===== src/rtl/mem_pkg.sv =====
// Shared decode constants, state type and store-lane helpers for the memory stage.
package mem_pkg;

  // Major opcodes taken from instr[6:2]
  localparam logic [4:0] OP_LOAD  = 5'b00000;
  localparam logic [4:0] OP_STORE = 5'b01000;

  // funct3 encodings for loads and stores
  localparam logic [2:0] F3_LB  = 3'b000;
  localparam logic [2:0] F3_LH  = 3'b001;
  localparam logic [2:0] F3_LW  = 3'b010;
  localparam logic [2:0] F3_LBU = 3'b100;
  localparam logic [2:0] F3_LHU = 3'b101;
  localparam logic [2:0] F3_SB  = 3'b000;
  localparam logic [2:0] F3_SH  = 3'b001;
  localparam logic [2:0] F3_SW  = 3'b010;

  // addi x0,x0,0: harmless bubble for writeback
  localparam logic [31:0] NOP_INSTR_DEFAULT = 32'h00000013;

  typedef enum logic {
    IDLE = 1'b0,
    BUSY = 1'b1
  } state_e;

  // Access size comes from funct3[1:0]: 00 byte, 01 half, anything else word.
  function automatic logic is_misaligned(input logic [1:0] size, input logic [1:0] off);
    case (size)
      2'b00:   return 1'b0;
      2'b01:   return off[0];
      default: return (off != 2'b00);
    endcase
  endfunction

  // Byte enables for a store of the given size at the given byte offset.
  function automatic logic [3:0] store_strb(input logic [1:0] size, input logic [1:0] off);
    case (size)
      2'b00:   return 4'b0001 << off;
      2'b01:   return 4'b0011 << off;
      default: return 4'b1111;
    endcase
  endfunction

  // Replicate the store operand across every lane so the strobes pick the right one.
  function automatic logic [31:0] store_lanes(input logic [1:0] size, input logic [31:0] d);
    case (size)
      2'b00:   return {4{d[7:0]}};
      2'b01:   return {2{d[15:0]}};
      default: return d;
    endcase
  endfunction

endpackage


===== src/rtl/load_align.sv =====
// Combinational load alignment: picks the addressed lane of a bus word and extends it.
module load_align
  import mem_pkg::*;
(
  input  logic [31:0] rdata,
  input  logic [1:0]  offset,
  input  logic [2:0]  funct3,
  output logic [31:0] value
);

  logic [7:0]  byte_lanes [4];
  logic [7:0]  byte_sel;
  logic [15:0] half_sel;

  for (genvar gi = 0; gi < 4; gi++) begin : g_lane
    assign byte_lanes[gi] = rdata[8*gi +: 8];
  end

  // Select the addressed byte/halfword and apply sign or zero extension
  always_comb begin
    byte_sel = byte_lanes[offset];
    half_sel = offset[1] ? rdata[31:16] : rdata[15:0];
    case (funct3)
      F3_LB:   value = {{24{byte_sel[7]}}, byte_sel};
      F3_LH:   value = {{16{half_sel[15]}}, half_sel};
      F3_LBU:  value = {24'h0, byte_sel};
      F3_LHU:  value = {16'h0, half_sel};
      default: value = rdata;
    endcase
  end

endmodule


===== src/rtl/memory_stage.sv =====
// RV32I data-memory stage: runs loads/stores over a req/ack bus and hands a
// registered bundle to writeback, stalling execute while an access is pending.
module memory_stage
  import mem_pkg::*;
#(
  parameter int unsigned ACK_TIMEOUT = 255,
  parameter logic [31:0] NOP_INSTR   = NOP_INSTR_DEFAULT
) (
  input  logic        clk,
  input  logic        rst,
  input  logic [31:0] instr,
  input  logic [31:0] pc,
  input  logic [31:0] EXECUTE_IN,
  input  logic [31:0] EXECUTE_STORE_DATA,
  input  logic        EXECUTE_VALID,
  output logic        MEMORY_STALL,
  output logic        dmem_req,
  output logic        dmem_we,
  output logic [31:0] dmem_addr,
  output logic [3:0]  dmem_wstrb,
  output logic [31:0] dmem_wdata,
  input  logic [31:0] dmem_rdata,
  input  logic        dmem_ack,
  output logic [31:0] MEMORY_OUT,
  output logic [31:0] MEMORY_INSTR_OUT,
  output logic [31:0] MEMORY_PC_OUT,
  output logic        MEMORY_VALID,
  output logic        MEMORY_ERR
);

  // Wide enough to hold ACK_TIMEOUT-1; a timeout of 0 disables the check entirely.
  localparam int unsigned     CNT_W    = (ACK_TIMEOUT < 2) ? 1 : $clog2(ACK_TIMEOUT + 1);
  localparam logic [CNT_W-1:0] CNT_LAST = CNT_W'(ACK_TIMEOUT - 1);

  state_e            state_reg, state_next;
  logic [CNT_W-1:0]  cnt_reg, cnt_next;
  logic              req_reg, req_next;
  logic              we_reg, we_next;
  logic [31:0]       addr_reg, addr_next;
  logic [3:0]        wstrb_reg, wstrb_next;
  logic [31:0]       wdata_reg, wdata_next;
  logic [31:0]       out_reg, out_next;
  logic [31:0]       instr_out_reg, instr_out_next;
  logic [31:0]       pc_out_reg, pc_out_next;
  logic              valid_reg, valid_next;
  logic              err_reg, err_next;
  logic [31:0]       busy_instr_reg, busy_instr_next;
  logic [31:0]       busy_pc_reg, busy_pc_next;
  logic [1:0]        busy_off_reg, busy_off_next;

  logic [4:0]  opcode;
  logic [1:0]  size;
  logic [1:0]  offset;
  logic        is_load;
  logic        is_store;
  logic [31:0] load_value;

  assign opcode   = instr[6:2];
  assign size     = instr[13:12];
  assign offset   = EXECUTE_IN[1:0];
  assign is_load  = (opcode == OP_LOAD);
  assign is_store = (opcode == OP_STORE);

  // The lane selection uses the latched offset/funct3 of the outstanding load
  load_align u_load_align (
    .rdata  (dmem_rdata),
    .offset (busy_off_reg),
    .funct3 (busy_instr_reg[14:12]),
    .value  (load_value)
  );

  assign MEMORY_STALL     = (state_reg != IDLE);
  assign dmem_req         = req_reg;
  assign dmem_we          = we_reg;
  assign dmem_addr        = addr_reg;
  assign dmem_wstrb       = wstrb_reg;
  assign dmem_wdata       = wdata_reg;
  assign MEMORY_OUT       = out_reg;
  assign MEMORY_INSTR_OUT = instr_out_reg;
  assign MEMORY_PC_OUT    = pc_out_reg;
  assign MEMORY_VALID     = valid_reg;
  assign MEMORY_ERR       = err_reg;

  // Next-state and next-output logic; output pulses default low, instr defaults to bubble
  always_comb begin
    state_next      = state_reg;
    cnt_next        = cnt_reg;
    req_next        = req_reg;
    we_next         = we_reg;
    addr_next       = addr_reg;
    wstrb_next      = wstrb_reg;
    wdata_next      = wdata_reg;
    out_next        = out_reg;
    instr_out_next  = NOP_INSTR;
    pc_out_next     = pc_out_reg;
    valid_next      = 1'b0;
    err_next        = 1'b0;
    busy_instr_next = busy_instr_reg;
    busy_pc_next    = busy_pc_reg;
    busy_off_next   = busy_off_reg;

    case (state_reg)
      IDLE: begin
        if (EXECUTE_VALID) begin
          if (!is_load && !is_store) begin
            // ALU result passes straight through in one cycle
            out_next       = EXECUTE_IN;
            instr_out_next = instr;
            pc_out_next    = pc;
            valid_next     = 1'b1;
          end else if (is_misaligned(size, offset)) begin
            // Never touches the bus; instruction is killed and flagged
            out_next    = 32'h0;
            pc_out_next = pc;
            valid_next  = 1'b1;
            err_next    = 1'b1;
          end else begin
            state_next      = BUSY;
            cnt_next        = '0;
            req_next        = 1'b1;
            we_next         = is_store;
            addr_next       = {EXECUTE_IN[31:2], 2'b00};
            wstrb_next      = is_store ? store_strb(size, offset) : 4'b0000;
            wdata_next      = is_store ? store_lanes(size, EXECUTE_STORE_DATA) : 32'h0;
            busy_instr_next = instr;
            busy_pc_next    = pc;
            busy_off_next   = offset;
          end
        end
      end
      BUSY: begin
        if (dmem_ack) begin
          // Ack beats a coincident timeout
          state_next     = IDLE;
          req_next       = 1'b0;
          out_next       = we_reg ? 32'h0 : load_value;
          instr_out_next = busy_instr_reg;
          pc_out_next    = busy_pc_reg;
          valid_next     = 1'b1;
        end else if ((ACK_TIMEOUT != 0) && (cnt_reg == CNT_LAST)) begin
          state_next  = IDLE;
          req_next    = 1'b0;
          out_next    = 32'h0;
          pc_out_next = busy_pc_reg;
          valid_next  = 1'b1;
          err_next    = 1'b1;
        end else begin
          cnt_next = cnt_reg + 1'b1;
        end
      end
      default: state_next = IDLE;
    endcase
  end

  // State and output registers; reset abandons any pending access silently
  always_ff @(posedge clk) begin
    if (rst) begin
      state_reg      <= IDLE;
      cnt_reg        <= '0;
      req_reg        <= 1'b0;
      we_reg         <= 1'b0;
      addr_reg       <= 32'h0;
      wstrb_reg      <= 4'b0000;
      wdata_reg      <= 32'h0;
      out_reg        <= 32'h0;
      instr_out_reg  <= NOP_INSTR;
      pc_out_reg     <= 32'h0;
      valid_reg      <= 1'b0;
      err_reg        <= 1'b0;
      busy_instr_reg <= NOP_INSTR;
      busy_pc_reg    <= 32'h0;
      busy_off_reg   <= 2'b00;
    end else begin
      state_reg      <= state_next;
      cnt_reg        <= cnt_next;
      req_reg        <= req_next;
      we_reg         <= we_next;
      addr_reg       <= addr_next;
      wstrb_reg      <= wstrb_next;
      wdata_reg      <= wdata_next;
      out_reg        <= out_next;
      instr_out_reg  <= instr_out_next;
      pc_out_reg     <= pc_out_next;
      valid_reg      <= valid_next;
      err_reg        <= err_next;
      busy_instr_reg <= busy_instr_next;
      busy_pc_reg    <= busy_pc_next;
      busy_off_reg   <= busy_off_next;
    end
  end

endmodule


===== config.mk =====
export PLATFORM = sky130hd
export DESIGN_NAME = memory_stage
export DESIGN_NICKNAME = d
export VERILOG_FILES = /design/src/rtl/mem_pkg.sv /design/src/rtl/load_align.sv /design/src/rtl/memory_stage.sv
export SDC_FILE = /design/constraint.sdc
export NUM_CORES = 1
export LEC_CHECK = 0
export ABC_AREA = 0
export BUFFER_PORTS_ARGS = -buffer_cell sky130_fd_sc_hd__buf_2
export CAP_MARGIN = 20
export CORE_AREA = 2 2 124 187
export CTS_CLUSTER_DIAMETER = 60
export DETAILED_ROUTE_END_ITERATION = 16
export DIE_AREA = 0 0 126 189
export HOLD_SLACK_MARGIN = 0.1
export PLACE_DENSITY = 0.82
export SYNTH_ARGS = -nofsm -noshare
export SYNTH_HDL_FRONTEND = slang
export SYNTH_HIERARCHICAL = 1
export SYNTH_SLANG_ARGS = --single-unit

===== constraint.sdc =====
create_clock -name clk -period 2.55 [get_ports clk]
set_clock_uncertainty 0.1 [all_clocks]
set_input_delay 0.1275 -clock clk [delete_from_list [all_inputs] [get_ports clk]]
set_output_delay 0.1275 -clock clk [all_outputs]
set_load 0.005 [all_outputs]

### After elaboration in Yosys (flattened, before gate mapping)

Cells that the tools add are included.

* add/subtract/negate cells: 1
* magnitude comparators: 1
* eq/ne operators: 13
* shift operators: 2
* mux-type cells: 58
* bitwise gates (word level): 4
* reductions and logical operators: 11

Operators with widths (count)
* two-way mux 32 bit: 15
* one-hot mux 32 bit (2 select lines): 4
* one-hot mux 32 bit (4 select lines): 1
* two-way mux 8 bit: 7
* two-way mux 1 bit: 21
* binary-select mux 8 bit (select 2 bit): 1
* two-way mux 16 bit: 1
* one-hot mux 8 bit (2 select lines): 1
* inequality test 2 bit (second input constant): 5
* one-hot mux 1 bit (2 select lines): 5
* adder 8 x 1 -> 8 bit (second input constant): 1
* == test 8 bit (second input constant): 1
* one-hot mux 4 bit (2 select lines): 1
* AND reduction 4 bit: 2
* == test 3 bit (second input constant): 2
* == test 5 x 4 -> 1 bit (second input constant): 1
* logical NOT 5 bit: 1
* AND reduction 5 bit: 1
* two-way mux 4 bit: 1
* << shifter 1 x 2 -> 4 bit (first input constant): 1
* << shifter 2 x 2 -> 4 bit (first input constant): 1
* == test 3 x 1 -> 1 bit (second input constant): 1
* >= comparator 3 bit (second input constant): 1
* logical NOT 3 bit: 1
* 10 further kinds: 13

* bits in registers: 241
* input port bits: 164
* output and inout port bits: 169
* word-level logic and storage cells: 105

### Longest topological paths before layout

* depth in word-level cells: 10
* mapped depth: 8
* depth with buffers taken out: 6

### Hierarchy

Netlist, hierarchy kept.

Modules (own cells, without submodules)
* memory_stage: times used 1, cells each 1055, area each 9507.9 um2, sequential area each 4824.6 um2
* load_align: times used 1, cells each 118, area each 799.5 um2, sequential area each 0.0 um2

### Worst setup path after synthesis

OpenSTA, ideal clock, no wires.

* path kind: flip-flop to flip-flop
* start point: register cnt_reg[0]
* end point: register pc_out_reg[1] (netlist: MEMORY_PC_OUT[1])
* setup time: 0.095 ns
* data arrival time: 1.762 ns
* data required time: 2.355 ns
* setup slack: 0.592 ns
* stages on the path, launching flop included: 9
* path buffers: 2
* clock period less this slack: 1.958 ns
* path through: dfxtp_1 inv_1 ha_1 nand4_1 o21ai_0 clkbuf_1 clkbuf_1 nor2_1 a221oi_1

* longest elaborated chain between the ends: 3

Ends and longest elaborated chain
* from (decl): line memory_stage.sv:36 `logic [CNT_W-1:0] cnt_reg, cnt_next;`
* from (signal assigned): line memory_stage.sv:175 `cnt_reg <= cnt_next;`
* == test 8 bit: line memory_stage.sv:140 `end else if ((ACK_TIMEOUT != 0) && (cnt_reg == CNT_LAST)) begin`
* inequality test 3 x 2 -> 1 bit (no source line)
* AND reduction 3 bit (no source line)
* to (signal assigned): line memory_stage.sv:183 `pc_out_reg <= pc_out_next;`
* to (decl): line memory_stage.sv:44 `logic [31:0] pc_out_reg, pc_out_next;`

Every way passes these cells.
A chain may end at the register's enable or synchronous reset.

### Worst setup path after layout

* start point: input port instr[2]
* end point: register wdata_reg[21] (netlist: dmem_wdata[21])

* longest elaborated chain between the ends: 5
* elaborated cells between the ends (all ways): 8
* classes of those cells: eq/ne (1); mux (1); bitwise (1); reduce/logical (5)

Ends and longest elaborated chain
* from (decl): line memory_stage.sv:11 `input logic [31:0] instr,`
* == test 5 x 4 -> 1 bit / logical NOT 5 bit (equally long branches): line memory_stage.sv:62, memory_stage.sv:61
* logical NOT 1 bit: line memory_stage.sv:105 `if (!is_load && !is_store) begin`
* logical AND 1 bit: line memory_stage.sv:105
* NOT 1 bit (no source line)
* AND reduction 4 bit (no source line)
* to (signal assigned): line memory_stage.sv:180 `wdata_reg <= wdata_next;`
* to (decl): line memory_stage.sv:41 `logic [31:0] wdata_reg, wdata_next;`

Several ways; a longest one is shown, not always the timed one.

==> impl_metrics.csv <==
group,metric,value,unit
outcome,status,"complete, no violations",
clock_network,htree_levels,1,
placement,portBuffers,330,
synthesis,synth_area_leader_cell,"dfxtp_1",
route,via_count,11400,
sta,tightest_slew,0.629,ns
synthesis,netlist_area,0.0103,mm^2
worst_setup_path,critical_path_class,"primary input to flop",
synthesis,ys.flop_type,"dfxtp_1",
final_layout,stdcell_count,1921,
synthesis,syn_avg_cell_area,8.79,um^2
sta,fmax,402,MHz
clock_network,clkSinkCount,241,
sta,setup_ws,0.0638,ns
power_and_ir_drop,power.leakage,6.16,nW
floorplanning,ios,333,
synthesis,synth_seq_cells,241,
power_and_ir_drop,p_int,6.67,mW
synthesis,yosys_warnings,6,
worst_setup_path,slowest_stage,"dlygate4sd3_1",
sta,rsz0062_at_grt,"false",
clock_network,cts_tree,"built",
synthesis,ys_seq_area_share,46.8,%
grt,antenna_found_initial,3,
power_and_ir_drop,p_per_area,598,mW/mm^2
sta,period_needed,2.49,ns
route,ant_nets,0,
worst_setup_path,cp.required,2.89,ns
synthesis,synth_cell_type_count,50,
route,drtPass1Iterations,6,
grt,track_usage,32.3,%
clock_network,clkTransAtPathRegs,0.07,ns
sta,finalHoldViolations,0,
synthesis,synth-edff-count,0,
placement,placed_cell_area,0.0121,mm^2
floorplanning,core,0.0221,mm^2
clock_network,insertion_delay,0.53,ns
synthesis,synth-async-reset-ratio,0,%
route,wl_per_cell,21.1,um
worst_setup_path,critPathCaptureType,"flop",
grt,grt_pass1_wl,62500,um
route,first_iter_violations,1315,
route,drt-total-wl,40500,um
final_layout,utilization,67.1,%
sta,setup_tns,0,ns
sta,finalCritPeriodShare,97.5,%
clock_network,clock_path_buffers,3,
floorplanning,die_w,126,um
power_and_ir_drop,p_comb_share,12.6,%
final_layout,finalInstanceArea,0.0148,mm^2
sta,relSlewSlack,58.1,%
final_layout,drive_gt1_share,27.1,%
power_and_ir_drop,peakVddDrop,0.498,mV
clock_network,root_buffer,"clkbuf_16",
power_and_ir_drop,swShare,24.9,%
route,drc,0,
placement,dp.cells,1692,
synthesis,syn_inst,1173,
grt,grt_overflow,0,
floorplanning,die-area,0.0238,mm^2
power_and_ir_drop,power.switching,2.21,mW
synthesis,synth_top_area_share,46.8,%
min_path,holdCritPathClass,"primary input to flop",
placement,dp_hpwl,23800,um
worst_setup_path,crit_fanout,62,
floorplanning,die_h,189,um
placement,dp_worst_setup_slack,0.421,ns
worst_setup_path,critical_path.cell_chain,"dlygate4sd3_1, buf_2, nor4_4, buf_6, and4_2, buf_12, nand3_1, dlygate4sd3_1, a21oi_1",
route,drt-vias-per-instance,5.95,
sta,slew_violations,0,
sta,setup_viol,0,
job,max_cap_viol_count,0,
sta,hold_slack,0.118,ns
worst_setup_path,crit_arrival,2.82,ns
worst_setup_path,start_kind,"primary input",
grt,grt_max_degree,124,
worst_setup_path,cpMostUsedCell,"dlygate4sd3_1",
power_and_ir_drop,seqPwrFrac,44.4,%
grt,grt_pass1_vias,11400,
synthesis,netlist_top_cells_area,"dfxtp_1 47%, nand2_1 6.8%, mux2i_1 6.0%, a21oi_1 5.0%, a22oi_1 4.4%",
placement,place.gp.congestion,0.885,
power_and_ir_drop,pwr-share-clk,42.9,%
worst_setup_path,cpPeakStageDelay,0.57,ns
final_layout,area_delta_synth_final,44.0,%
floorplanning,initial_core_util,46.6,%
floorplanning,num_rows,67,
final_layout,fin_nets,1792,
clock_network,cts_made_buffers,23,
power_and_ir_drop,power,8.87,mW
-- cells by family (layout without fill, tap and decap cells) --
kind of cell               Yosys count  after routing  synth area share, %
buffers and inverters              125            593                 5.07
AOI/OAI and AO/OA                  327            327                 23.5
muxes                               73             73                 7.33
other                                1              5               0.0364
adders and majority gates            2              2                0.243
DFF                                241            241                 46.8
and+or+nand+nor                    404            404                 17.0
-- cells in the mapped netlist, types with 7 or more instances --
cell and n:
a211oi_1 32, a221oi_2 17, a221oi_1 15, nand3_1 24
buf_2 13, nand2b_1 7, nor2_1 112, a21oi_1 104
a32oi_1 33, nor2b_1 12, buf_1 8, clkbuf_1 93
nor3_1 35, nand3b_1 10, dfxtp_1 241, nand2_1 186
o2bb2ai_1 14, o22a_1 8, mux2i_1 62, a221o_1 8
mux2_2 10, a22o_1 8, a22oi_1 61
-- worst max-delay path, delay by kind of cell --
| kind | cells | cell delay [ns] |
|---|---|---|
| buffers and inverters | 5 | 1.78 |
| AOI/OAI and AO/OA | 1 | 0.18 |
| and+or+nand+nor | 3 | 0.70 |
-- layout by cell type (no fill, tap or decap), drive strengths merged, types with 4 or more instances in the layout --
master and count:
dfxtp 241, a32oi 33, and2 5, mux2i 62
nand3 24, a22o 8, nand4 4, bufinv 5
nor2b 12, inv 6, a22oi 62, a311oi 4
o2bb2ai 14, clkbuf 26, o21a 4, nand2b 7
o211ai 4, a221oi 32, o22a 8, nand3b 10
dlygate4sd3 183, a21oi 104, mux2 10, clkinv 5
buf 365, nand2 186, a221o 8, nor3 35
o21ai 8, nor2 112, a211oi 32
-- path summary, 6_finish.rpt --
kind	startpoint	endpoint	slack (ns)	cells after the start
worst min-delay path	dmem_rdata[6]	MEMORY_OUT[6]$_SDFFE_PP0P_	0.12	4
worst min register to register	dmem_wdata[16]$_SDFFE_PP0P_	dmem_wdata[16]$_SDFFE_PP0P_	0.35	2
worst max-delay path	instr[2]	dmem_wdata[21]$_SDFFE_PP0P_	0.06	9
worst max register to register	MEMORY_STALL$_SDFF_PP0_	dmem_wdata[21]$_SDFFE_PP0P_	0.13	6
-- area by class of cell --
| class | count | area (um^2) |
|---|---|---|
| fillers | 1638 | 7280 |
| multi-input cells | 808 | 5000 |
| flip-flops and latches | 241 | 4830 |
| repair buffers | 548 | 3820 |
| clock buffers | 26 | 607 |
| well taps | 276 | 345 |
| clock inverters | 15 | 226 |
| inverters | 4 | 15.0 |
| diodes | 3 | 7.51 |
-- timing repair --
action                                  in CTS  in global routing
hold buffers                               183                  0
resized for setup                            0                  3
hold endpoints to repair                   234                  0
buffers inserted                             0                  0
endpoints found under the setup margin       0                  1
-- power groups by stage --
stage | Clock, mW | Combinational, mW | Sequential, mW
after global placement | 0 | 0.838 | 4.02
final | 3.81 | 1.12 | 3.94
after CTS | 3.84 | 1.06 | 3.94
after detailed placement | 0 | 0.850 | 4.02
after floorplan | 0 | 0.425 | 4.02
after global routing | 4.01 | 1.19 | 3.95
-- metal layers --
metal / global-route usage, % / wire [um] / vias up
met5: 0 / 0 / -
met4: 17.5 / 2340 / 0
met3: 5.85 / 3400 / 164
met2: 55.2 / 20000 / 752
met1: 38.2 / 14700 / 5375
li1: - / - / 5140
(Power assumes the default switching activity.)
